===== src/rtl/lcd_arb_pkg.sv =====
// Shared types, LCD address map and state encoding for the LCD write arbiter.
package lcd_arb_pkg;

  localparam int unsigned IDX_W = 7;
  localparam int unsigned CHR_W = 8;
  localparam int unsigned TMO_W = 20;

  localparam logic [IDX_W-1:0] LINE1_BASE = 7'h00;
  localparam logic [IDX_W-1:0] LINE2_BASE = 7'h40;
  localparam int unsigned      LINE_LEN   = 16;

  typedef enum logic [1:0] {
    ST_IDLE  = 2'd0,
    ST_ISSUE = 2'd1,
    ST_ACK   = 2'd2
  } arb_state_e;

  typedef struct packed {
    logic [IDX_W-1:0] index;
    logic [CHR_W-1:0] chr;
  } lcd_wr_t;

  // Offsets wrap modulo 2^7, so an address below a line base becomes large and fails the compare.
  function automatic logic index_valid(input logic [IDX_W-1:0] idx);
    logic [IDX_W-1:0] off1;
    logic [IDX_W-1:0] off2;
    off1 = idx - LINE1_BASE;
    off2 = idx - LINE2_BASE;
    return (off1 < IDX_W'(LINE_LEN)) || (off2 < IDX_W'(LINE_LEN));
  endfunction

endpackage


===== src/rtl/lcd_write_arbiter_rr_pick.sv =====
// Combinational rotating-priority picker: first set request at or after ptr, wrapping.
module lcd_rr_pick #(
  parameter int unsigned NUM_REQ = 4,
  parameter int unsigned PTR_W   = 2
) (
  input  logic [NUM_REQ-1:0] req,
  input  logic [PTR_W-1:0]   ptr,
  output logic [NUM_REQ-1:0] win_c,
  output logic [PTR_W-1:0]   win_idx_c,
  output logic               any_c
);

  always_comb begin : p_pick
    int unsigned slot;
    slot      = 0;
    win_c     = '0;
    win_idx_c = '0;
    any_c     = 1'b0;
    for (int unsigned k = 0; k < NUM_REQ; k++) begin
      slot = 32'(ptr) + k;
      if (slot >= NUM_REQ) slot = slot - NUM_REQ;
      if (!any_c && req[PTR_W'(slot)]) begin
        win_c[PTR_W'(slot)] = 1'b1;
        win_idx_c           = PTR_W'(slot);
        any_c               = 1'b1;
      end
    end
  end

endmodule


===== src/rtl/lcd_write_arbiter.sv =====
// Round-robin arbiter sharing the LCD driver's single character-write port among NUM_REQ requesters.
// Optional ISSUE watchdog enabled by defining LCD_ARB_TIMEOUT_EN.
module lcd_write_arbiter
  import lcd_arb_pkg::*;
#(
  parameter int unsigned       NUM_REQ     = 4,
  parameter logic [TMO_W-1:0]  TIMEOUT_CYC = 20'hFFFFF
) (
  input  logic                     clk,
  input  logic                     rst_n,
  input  logic [NUM_REQ-1:0]       req,
  input  logic [NUM_REQ*IDX_W-1:0] req_index,
  input  logic [NUM_REQ*CHR_W-1:0] req_char,
  output logic [NUM_REQ-1:0]       gnt,
  output logic [NUM_REQ-1:0]       ack,
  output logic                     err,
  output logic                     busy,
  output logic                     lcd_go,
  output logic [IDX_W-1:0]         lcd_index,
  output logic [CHR_W-1:0]         lcd_char,
  input  logic                     lcd_done
);

  localparam int unsigned PTR_W = $clog2(NUM_REQ);

  arb_state_e          state_q, state_d;
  logic [PTR_W-1:0]    ptr_q, ptr_d;
  logic [PTR_W-1:0]    owner_q, owner_d;
  logic [NUM_REQ-1:0]  gnt_q, gnt_d;
  logic [NUM_REQ-1:0]  ack_q, ack_d;
  logic                err_q, err_d;
  logic                err_flag_q, err_flag_d;
  logic                busy_q, busy_d;
  logic                go_q, go_d;
  logic [IDX_W-1:0]    index_q, index_d;
  logic [CHR_W-1:0]    chr_q, chr_d;

  logic [NUM_REQ-1:0]  win_c;
  logic [PTR_W-1:0]    win_idx_c;
  logic                any_c;
  logic                tmo_c;
  lcd_wr_t             slot_wr [NUM_REQ];
  lcd_wr_t             win_wr_c;

  // Unpack the flat request buses into per-requester payloads.
  for (genvar i = 0; i < NUM_REQ; i++) begin : g_slot
    assign slot_wr[i] = '{index: req_index[IDX_W*i +: IDX_W], chr: req_char[CHR_W*i +: CHR_W]};
  end

  assign win_wr_c = slot_wr[win_idx_c];

  lcd_rr_pick #(
    .NUM_REQ (NUM_REQ),
    .PTR_W   (PTR_W)
  ) u_pick (
    .req       (req),
    .ptr       (ptr_q),
    .win_c     (win_c),
    .win_idx_c (win_idx_c),
    .any_c     (any_c)
  );

`ifdef LCD_ARB_TIMEOUT_EN
  logic [TMO_W-1:0] cnt_q, cnt_d;

  // Counter is zero outside ISSUE, so it starts cleared on every ISSUE entry.
  always_comb begin
    cnt_d = '0;
    if (state_q == ST_ISSUE) cnt_d = cnt_q + TMO_W'(1);
  end

  assign tmo_c = (state_q == ST_ISSUE) && (cnt_d == TIMEOUT_CYC);

  always_ff @(posedge clk or negedge rst_n) begin
    if (!rst_n) cnt_q <= '0;
    else        cnt_q <= cnt_d;
  end
`else
  logic unused_timeout;
  assign unused_timeout = ^TIMEOUT_CYC;
  assign tmo_c          = 1'b0;
`endif

  // Next-state and registered-output logic.
  always_comb begin
    state_d    = state_q;
    ptr_d      = ptr_q;
    owner_d    = owner_q;
    gnt_d      = gnt_q;
    err_flag_d = err_flag_q;
    index_d    = index_q;
    chr_d      = chr_q;

    unique case (state_q)
      ST_IDLE: begin
        gnt_d = '0;
        if (any_c) begin
          gnt_d   = win_c;
          owner_d = win_idx_c;
          index_d = win_wr_c.index;
          chr_d   = win_wr_c.chr;
          if (index_valid(win_wr_c.index)) begin
            err_flag_d = 1'b0;
            state_d    = ST_ISSUE;
          end else begin
            err_flag_d = 1'b1;
            state_d    = ST_ACK;
          end
        end
      end
      ST_ISSUE: begin
        if (lcd_done) begin
          err_flag_d = 1'b0;
          state_d    = ST_ACK;
        end else if (tmo_c) begin
          err_flag_d = 1'b1;
          state_d    = ST_ACK;
        end
      end
      ST_ACK: begin
        ptr_d   = (owner_q == PTR_W'(NUM_REQ - 1)) ? '0 : owner_q + PTR_W'(1);
        gnt_d   = '0;
        state_d = ST_IDLE;
      end
      default: state_d = ST_IDLE;
    endcase

    ack_d  = (state_d == ST_ACK) ? gnt_d : '0;
    err_d  = (state_d == ST_ACK) && err_flag_d;
    busy_d = (state_d != ST_IDLE);
    go_d   = (state_d == ST_ISSUE);
  end

  always_ff @(posedge clk or negedge rst_n) begin
    if (!rst_n) begin
      state_q    <= ST_IDLE;
      ptr_q      <= '0;
      owner_q    <= '0;
      gnt_q      <= '0;
      ack_q      <= '0;
      err_q      <= 1'b0;
      err_flag_q <= 1'b0;
      busy_q     <= 1'b0;
      go_q       <= 1'b0;
      index_q    <= '0;
      chr_q      <= '0;
    end else begin
      state_q    <= state_d;
      ptr_q      <= ptr_d;
      owner_q    <= owner_d;
      gnt_q      <= gnt_d;
      ack_q      <= ack_d;
      err_q      <= err_d;
      err_flag_q <= err_flag_d;
      busy_q     <= busy_d;
      go_q       <= go_d;
      index_q    <= index_d;
      chr_q      <= chr_d;
    end
  end

  assign gnt       = gnt_q;
  assign ack       = ack_q;
  assign err       = err_q;
  assign busy      = busy_q;
  assign lcd_go    = go_q;
  assign lcd_index = index_q;
  assign lcd_char  = chr_q;

endmodule


===== config.mk =====
export PLATFORM = sky130hd
export DESIGN_NAME = lcd_write_arbiter
export DESIGN_NICKNAME = d
export VERILOG_FILES = /design/src/rtl/lcd_arb_pkg.sv /design/src/rtl/lcd_write_arbiter_rr_pick.sv /design/src/rtl/lcd_write_arbiter.sv
export SDC_FILE = /design/constraint.sdc
export NUM_CORES = 1
export LEC_CHECK = 0
export ABC_AREA = 0
export ABC_CLOCK_PERIOD_IN_PS = 6210
export BUFFER_PORTS_ARGS = -buffer_cell sky130_fd_sc_hd__buf_2
export CAP_MARGIN = 20
export CORE_UTILIZATION = 52
export CTS_CLUSTER_SIZE = 10
export DETAILED_ROUTE_END_ITERATION = 6
export GPL_TIMING_DRIVEN = 0
export HOLD_SLACK_MARGIN = 0.05
export PLACE_DENSITY = 0.84
export SYNTH_ARGS = -nofsm -noshare
export SYNTH_HDL_FRONTEND = slang
export SYNTH_SLANG_ARGS = --single-unit

===== constraint.sdc =====
create_clock -name clk -period 6.21 [get_ports clk]
set_clock_uncertainty 0.05 [all_clocks]
set_input_delay 1.863 -clock clk [delete_from_list [all_inputs] [get_ports clk]]
set_output_delay 1.863 -clock clk [all_outputs]
set_load 0.005 [all_outputs]

==> results.yml, run 1 <==
logic_synthesis:
  synth.avg_cell_area_um2: 9.63
  ys_top_cells_by_count: "32 x dfrtp_1, 29 x nor2_1, 22 x nand2_1, 21 x mux2i_1, 16 x a21oi_1"
  yosysSeqAreaShare_pct: 35.0
  netlist_area_um2: 2290
  synth_nets: 314
  yosysWarnings: 0
  ys_seq_elements: 32
  async_flop_share_pct: 100
  synth_area_leaders: "dfrtp_1 35%, mux2i_1 9.2%, a221oi_2 5.9%"
  synth_edf_count: 0
  synthFlopType: "dfrtp_1"
  synth.distinct_cells: 46
  synthCells: 238
  yosys.area.top_type: "dfrtp_1"
  synth_top_area_share_pct: 35.0
  yosysMostFrequentCell: "dfrtp_1"
finish:
  nFillCells: 312
  antenna_cells: 0
  final_layout_size_suffix_gt1_share_pct: 39.2
  final_util_pct: 70.5
  areaGrowthSynthToFinish_pct: 26.7
  nets: 409
clocking:
  cts_root_buffer: "clkbuf_8"
  clock_latency_ps: 290
  numCtsBuffers: 5
  tritoncts: "done"
  h-tree-depth: 2
  clock-sinks: 32
  cts_hold_buffers: 0
  cts_resized: 0
  cts.clk_slew.worst_paths_ps: 70
  post-cts-setup-buffers: 0
  clockBufferDepth: 2
setup_path:
  arrival_ps: 3620
  critPathMaxFanout: 10
  startpoint_type: "input pin"
  required_ps: 6350
  worstSetupPathType: "input pin to flop"
  critPathCaptureType: "flop"
timing:
  timing.fmax_ghz: 0.288
  maxSlewViolCount: 0
  setup-tns-final_ps: 0
  period_needed_ps: 3480
  worstMarginPinSlew_ps: 721
  hold_viol: 0
  fin_hold_ws_ps: 437
  setup_viol: 0
  setup_slack_ps: 2730
  rsz0062_at_grt: "false"
  timing.final.crit_share_pct: 56.0
  slew_headroom_pct: 51.9
power:
  p_leak_nw: 1.55
  power_frac_clock_pct: 12.0
  swShare_pct: 44.5
  p_int_mw: 0.911
  netSwitchingPower_mw: 0.730
  power_frac_comb_pct: 65.5
  ir_worst_vdd_v: 0.000289
  pwr-share-seq_pct: 22.4
  p_per_area_nw_per_um2: 565
global_route:
  antenna_found_initial: 0
  gr-usage-all-layers_pct: 25.8
  overflow: 0
  grt_max_degree: 33
  grt_pass1_vias: 1976
  grt_pass1_wl_mm: 8.83
worst_hold_path:
  hold_path.class: "flop to flop"
detailed_routing:
  vias_per_cell: 5.79
  vias: 2224
  route.detailed.drc: 0
  drt_iter0_drc: 157
  ant_nets: 0
  drt-total-wl_mm: 5.94
  avgRoutedWirePerCell_um: 15.5
  dr.pass1.iters: 4
floorplan:
  die_x_um: 68.4
  fp.coreArea_um2: 4120
  die_y_um: 68.4
  start_util_pct: 55.7
  die-area_um2: 4680
  boundaryPins: 93
  rows: 23
place:
  io_buffers: 88
  place_congestion: 0.885
  dp_worst_setup_slack_ps: 2450
  dp_hpwl_mm: 4.47
flow_run:
  max_cap_viol_count: 0
outcome:
  outcome: "finished, final reports clean"
-- final cells by class --
cell class	count	area, um2	share of cell area (%)
buffer	18	123	4.23
clock inverter	2	35.0	1.21
inverter	9	35.0	1.21
tap	50	62.6	2.16
clock buffer	6	72.6	2.50
timing repair buffer	88	440	15.2
multi-input combinational	179	1330	45.9
sequential	32	801	27.6
-- routing by layer --
layer | GRT usage, % | up-vias | part of all wire, %
li1 | - | 1063 | -
met1 | 33.6 | 1076 | 42
met2 | 42.0 | 73 | 51
met3 | 4.67 | 12 | 4.4
met4 | 10.7 | 0 | 2.0
met5 | 0 | - | 0
-- sequential cells by signal, indices dropped and copies added (netlist names) --
register / flops
ack: 4
lcd_go: 1
ptr_q: 2
gnt: 4
err: 1
lcd_char: 8
state_q: 2
owner_q: 2
lcd_index: 7
busy: 1
-- power by group through the flow --
stage | Clock, mW | Combinational [mW] | Sequential (mW)
2_1_floorplan | 0 | 0.792 | 0.374
3_3_place_gp | 0 | 1.05 | 0.368
3_5_place_dp | 0 | 1.07 | 0.369
4_1_cts | 0.199 | 1.08 | 0.368
5_1_grt | 0.207 | 1.18 | 0.379
6_report | 0.197 | 1.08 | 0.368
-- worst max-delay path, stage by stage --
cell and delay, ps:
buf_2 190, nor4_1 130, nor3_1 410, clkbuf_1 430, o21ai_0 200, o21a_1 230
a211oi_1 170
-- cell usage in the layout (no fill, tap or decap), drive strengths merged, types with 3 or more instances in the layout --
cell type and count:
o21a 6, a311oi 5, a221oi 15, clkbuf 10, a211o 5, dfrtp 32, nor2 30, buf 102
o21ai 8, a21oi 16, inv 8, nand2 24, mux2i 23, o211a 4, a211oi 5, ha 9
a21o 3, and3 4, mux2 3
-- cells by family after synthesis --
| kind of cell | synth area share [%] |
|---|---|
| adders and majority gates | 4.92 |
| muxes | 11.9 |
| AOI/OAI and AO/OA | 28.1 |
| DFF | 35.0 |
| buffers and inverters | 6.88 |
| and+or+nand+nor | 13.3 |
-- final timing paths --
kind / startpoint / to / slack (ps) / cells past startpoint
max: req[0] / ack[3] / 2730 / 7
min in group asynchronous: rst_n / ack[2] / 1580 / 1
max in group asynchronous: rst_n / lcd_char[2] / 4070 / 1
min reg2reg: owner_q[1] / owner_q[1] / 440 / 1
min: owner_q[1] / owner_q[1] / 440 / 1
max reg2reg: ptr_q[1] / ack[2] / 3350 / 9
-- metrics by stage --
step | power, mW | cells | cell area (um2)
2_1_floorplan | 1.17 | 238 | 2290
3_3_place_gp | 1.42 | 376 | 2790
3_5_place_dp | 1.44 | 376 | 2790
4_1_cts | 1.64 | 384 | 2900
5_1_grt | 1.77 | 384 | 2900
6_report | 1.64 | 384 | 2900
Note: power is estimated with default switching activity, not from simulation.
==> run 2: changes to the inputs <==
ABC_CLOCK_PERIOD_IN_PS = 2890   (was 6210)
CORE_UTILIZATION = 44   (was 52)
PLACE_DENSITY = 0.76   (was 0.84)
clock period = 2.89 ns   (was 6.21 ns; I/O delays follow)
==> results.yml, run 2 (synthesized netlist as in run 1, its figures left out) <==
outcome:
  outcome: "finished, final reports clean"
timing:
  slew_headroom_pct: 52.6
  hold_viol: 0
  setup-tns-final_ps: 0
  setup_viol: 0
  timing.final.crit_share_pct: 93.6
  worstMarginPinSlew_ps: 711
  setup_slack_ps: 185
  timing.fmax_ghz: 0.370
  maxSlewViolCount: 0
  rsz0062_at_grt: "false"
  fin_hold_ws_ps: 438
  period_needed_ps: 2710
setup_path:
  cp_cell_sequence: "buf_4, clkinv_2, ha_1, clkbuf_2, nor2_1, a211o_4, mux2i_1, mux2i_2, a211oi_1"
  critical_path.top_delay_family: "buffers and inverters"
  max_stage_delay_ps: 420
  slowest_stage: "dfrtp_1"
  arrival_ps: 2800
  startpoint_type: "flop"
  critPathMaxFanout: 10
  worstSetupPathType: "flop to flop"
  required_ps: 2980
  critPathCaptureType: "flop"
  cp_num_buf_inv: 3
detailed_routing:
  dr.pass1.iters: 4
  drt_iter0_drc: 129
  drt-total-wl_mm: 5.88
  ant_nets: 0
  route.detailed.drc: 0
  avgRoutedWirePerCell_um: 14.7
  vias: 2152
  vias_per_cell: 5.38
global_route:
  grt_pass1_wl_mm: 8.98
  overflow: 0
  antenna_found_initial: 0
  grt_max_degree: 33
  gr-usage-all-layers_pct: 21.3
  grt_pass1_vias: 1991
worst_hold_path:
  hold_path.class: "flop to flop"
flow_run:
  max_cap_viol_count: 0
place:
  dp.cells: 393
  io_buffers: 88
  dp_worst_setup_slack_ps: 31.8
  place_congestion: 0.870
  dp_hpwl_mm: 4.50
  placed_area_um2: 2820
finish:
  final_cells: 400
  final_cell_mix: "94 x buf_2, 32 x dfrtp_1, 29 x nor2_1"
  nets: 408
  largest_reg_flops: 8
  areaGrowthSynthToFinish_pct: 28.1
  final_layout_size_suffix_gt1_share_pct: 39.6
  mostFrequentLayoutCell: "buf_2"
  final_util_pct: 60.1
  design_area_um2: 2930
  antenna_cells: 0
floorplan:
  die-area_um2: 5500
  die_x_um: 74.2
  boundaryPins: 93
  rows: 25
  fp.coreArea_um2: 4880
  die_y_um: 74.2
  start_util_pct: 46.9
clocking:
  h-tree-depth: 2
  cts_root_buffer: "clkbuf_8"
  tritoncts: "done"
  clock_latency_ps: 290
  clockBufferDepth: 2
  post-cts-setup-buffers: 0
  cts.clk_slew.worst_paths_ps: 70
  clock-sinks: 32
  numCtsBuffers: 5
power:
  p_leak_nw: 1.55
  ir_worst_vdd_v: 0.000567
  p_per_area_nw_per_um2: 1210
  power_mw: 3.54
## run 2: cell types whose count changed in the layout (fill, tap and decap cells not counted), sizes merged
cell	change
buf	-1
clkbuf	-1
clkinvlp	+1
## run 2: worst register-to-register path: cells and delay by family (launching register included)
kind                       cells  cell delay, ps
adders and majority gates      1             340
DFF                            1             420
and+or+nand+nor                1              90
buffers and inverters          3             610
muxes                          2             540
AOI/OAI and AO/OA              2             530
## run 2: path summary, 6_finish.rpt
kind	start	end	slack, ps	cells after the start
worst max-delay path	ptr_q[1]	ack[3]	180	9
worst min-delay path	owner_q[1]	owner_q[1]	440	1
worst max register to register	ptr_q[1]	ack[3]	180	9
worst min register to register	owner_q[1]	owner_q[1]	440	1
max in group asynchronous	rst_n	lcd_char[4]	1750	1
min in group asynchronous	rst_n	ack[3]	570	1
## run 2: area by class of cell
cell class	instances	area [um2]
plain buffers	17	119
clock buffers	5	68.8
repair buffers	88	440
clock inverters	3	42.5
flip-flops and latches	32	801
inverters	9	35.0
fillers	454	1950
well taps	67	83.8
multi-input cells	179	1340
## run 2: power breakdown
group	internal, mW	leakage, nW	switching (mW)
registers	0.670	0.385	0.122
logic	1.04	1.11	1.27
clock network	0.255	0.0541	0.176
## run 2: repair_timing
| item | CTS | global route |
|---|---|---|
| gates resized for setup | 0 | 3 |
| hold buffers | 0 | 0 |
| endpoints found under the setup margin | 0 | 21 |
## run 2: per-layer routing
layer	wire length, um	GRT usage, %	vias up
met2	3020	35.8	58
met1	2560	27.8	1018
met4	70	6.62	0
met3	230	4.07	8
met5	0	0	-
li1	-	-	1068
==> run 3: changes to the inputs <==
BUFFER_PORTS_ARGS = -buffer_cell sky130_fd_sc_hd__buf_4   (was -buffer_cell sky130_fd_sc_hd__buf_2)
GPL_ROUTABILITY_DRIVEN = 0   (was default)
==> results.yml, run 3 (synthesized netlist as in run 1, its figures left out) <==
worst_hold_path:
  hold_path.class: "flop to flop"
detailed_routing:
  route.detailed.drc: 0
  vias_per_cell: 5.52
  top_layer: "met4"
  drt_iter0_drc: 135
  vias: 2213
  avgRoutedWirePerCell_um: 15.8
  dr.pass1.iters: 4
  dr_wl_met3_um: 264
  wl_met1_mm: 2.76
  drt-total-wl_mm: 6.33
  route.met2.wl_mm: 3.18
  ant_nets: 0
timing:
  timing.final.crit_share_pct: 92.9
  slew_headroom_pct: 62.5
  hold_viol: 0
  period_needed_ps: 2690
  fin_hold_ws_ps: 446
  setup_viol: 0
  worstMarginPinSlew_ps: 558
  setup-tns-final_ps: 0
  rsz0062_at_grt: "false"
  timing.fmax_ghz: 0.372
  maxSlewViolCount: 0
setup_path:
  startpoint_type: "flop"
  worstSetupPathType: "flop to flop"
  arrival_ps: 2770
  critPathMaxFanout: 10
  required_ps: 2980
  critPathCaptureType: "flop"
clocking:
  clock_latency_ps: 280
  h-tree-depth: 2
  tritoncts: "done"
  cts_root_buffer: "clkbuf_8"
  cts_hold_buffers: 0
  numCtsBuffers: 5
  clockBufferDepth: 2
  cts.clk_slew.worst_paths_ps: 70
  clock-sinks: 32
power:
  p_per_area_nw_per_um2: 1150
  swShare_pct: 44.0
  netSwitchingPower_mw: 1.58
  power_frac_clock_pct: 9.9
  power_mw: 3.58
  pwr-share-seq_pct: 22.3
  power_frac_comb_pct: 67.8
  p_int_mw: 2.01
  ir_worst_vdd_v: 0.000531
  p_leak_nw: 1.62
global_route:
  gr-usage-all-layers_pct: 23.8
  grt_pass1_vias: 2133
  grt_max_degree: 33
  overflow: 0
  grt_pass1_wl_mm: 9.86
  antenna_found_initial: 0
place:
  dp_hpwl_mm: 4.92
  io_buffers: 88
  placed_area_um2: 3040
finish:
  final_util_pct: 64.1
  design_area_um2: 3130
  antenna_cells: 0
  nFillCells: 456
  final_layout_size_suffix_gt1_share_pct: 39.8
  largest_reg_flops: 8
  final_cell_mix: "92 x buf_4, 32 x dfrtp_1, 29 x nor2_1"
  areaGrowthSynthToFinish_pct: 36.6
  nets: 409
  mostFrequentLayoutCell: "buf_4"
floorplan:
  start_util_pct: 46.9
  boundaryPins: 93
  die_y_um: 74.2
  die-area_um2: 5500
  die_x_um: 74.2
  fp.coreArea_um2: 4880
  rows: 25
outcome:
  outcome: "finished, final reports clean"
flow_run:
  max_cap_viol_count: 0
-- run 3: cell count changes in the layout (fill, tap and decap cells not counted), sizes merged --
| cell | change |
|---|---|
| buf | +1 |
| clkinv | +1 |
| clkbuf | +1 |
| bufinv | -1 |
| clkinvlp | -1 |
-- run 3: cell type report --
type	count	area, um2	area share, %
timing repair buffer	88	661	21.1
inverter	9	35.0	1.12
buffer	18	124	3.96
multi-input combinational	179	1330	42.6
clock buffer	6	82.6	2.64
tap	67	83.8	2.68
clock inverter	2	10.0	0.320
sequential	32	801	25.6
-- run 3: power groups by stage --
stage,Sequential [mW],Clock [mW],Combinational (mW)
6_report,0.798,0.356,2.43
5_1_grt,0.823,0.387,2.67
4_1_cts,0.798,0.363,2.44
3_5_place_dp,0.801,0,2.44
3_3_place_gp,0.802,0,2.38
2_1_floorplan,0.803,0,1.70
-- run 3: worst paths after layout --
path / slack [ps] / cells after the start / to / startpoint
worst max-delay path: 200 / 9 / state_q[1] / ptr_q[1]
worst min-delay path: 450 / 1 / owner_q[1] / owner_q[1]
worst max register to register: 200 / 9 / state_q[1] / ptr_q[1]
worst min register to register: 450 / 1 / owner_q[1] / owner_q[1]
max in group asynchronous: 2020 / 1 / lcd_go / rst_n
min in group asynchronous: 460 / 1 / ack[3] / rst_n
-- run 3: routing by layer --
| metal | track usage [%] | vias to the layer above |
|---|---|---|
| li1 | - | 1065 |
| met1 | 31.4 | 1080 |
| met2 | 38.7 | 58 |
| met3 | 4.88 | 10 |
| met4 | 8.97 | 0 |
| met5 | 0 | - |
-- run 3: timing repair --
action	4_1_cts	5_1_grt
hold endpoints to repair	0	0
endpoints found under the setup margin	0	23
setup buffers	0	0
gates resized for setup	0	2
-- run 3: critical path, cell delays in order (launching register included) --
cell,delay [ps]
dfrtp_1,420
buf_4,200
clkinv_2,170
ha_1,340
clkbuf_2,230
nor2_1,90
a211o_4,370
mux2i_1,140
mux2i_2,390
o21ai_0,150
-- run 3: stage by stage --
stage               worst slack (ps)  instances
floorplan                        420        238
global placement                86.9        393
detailed placement              27.0        393
CTS                             24.9        401
global route                    30.6        401
finish                           205        401
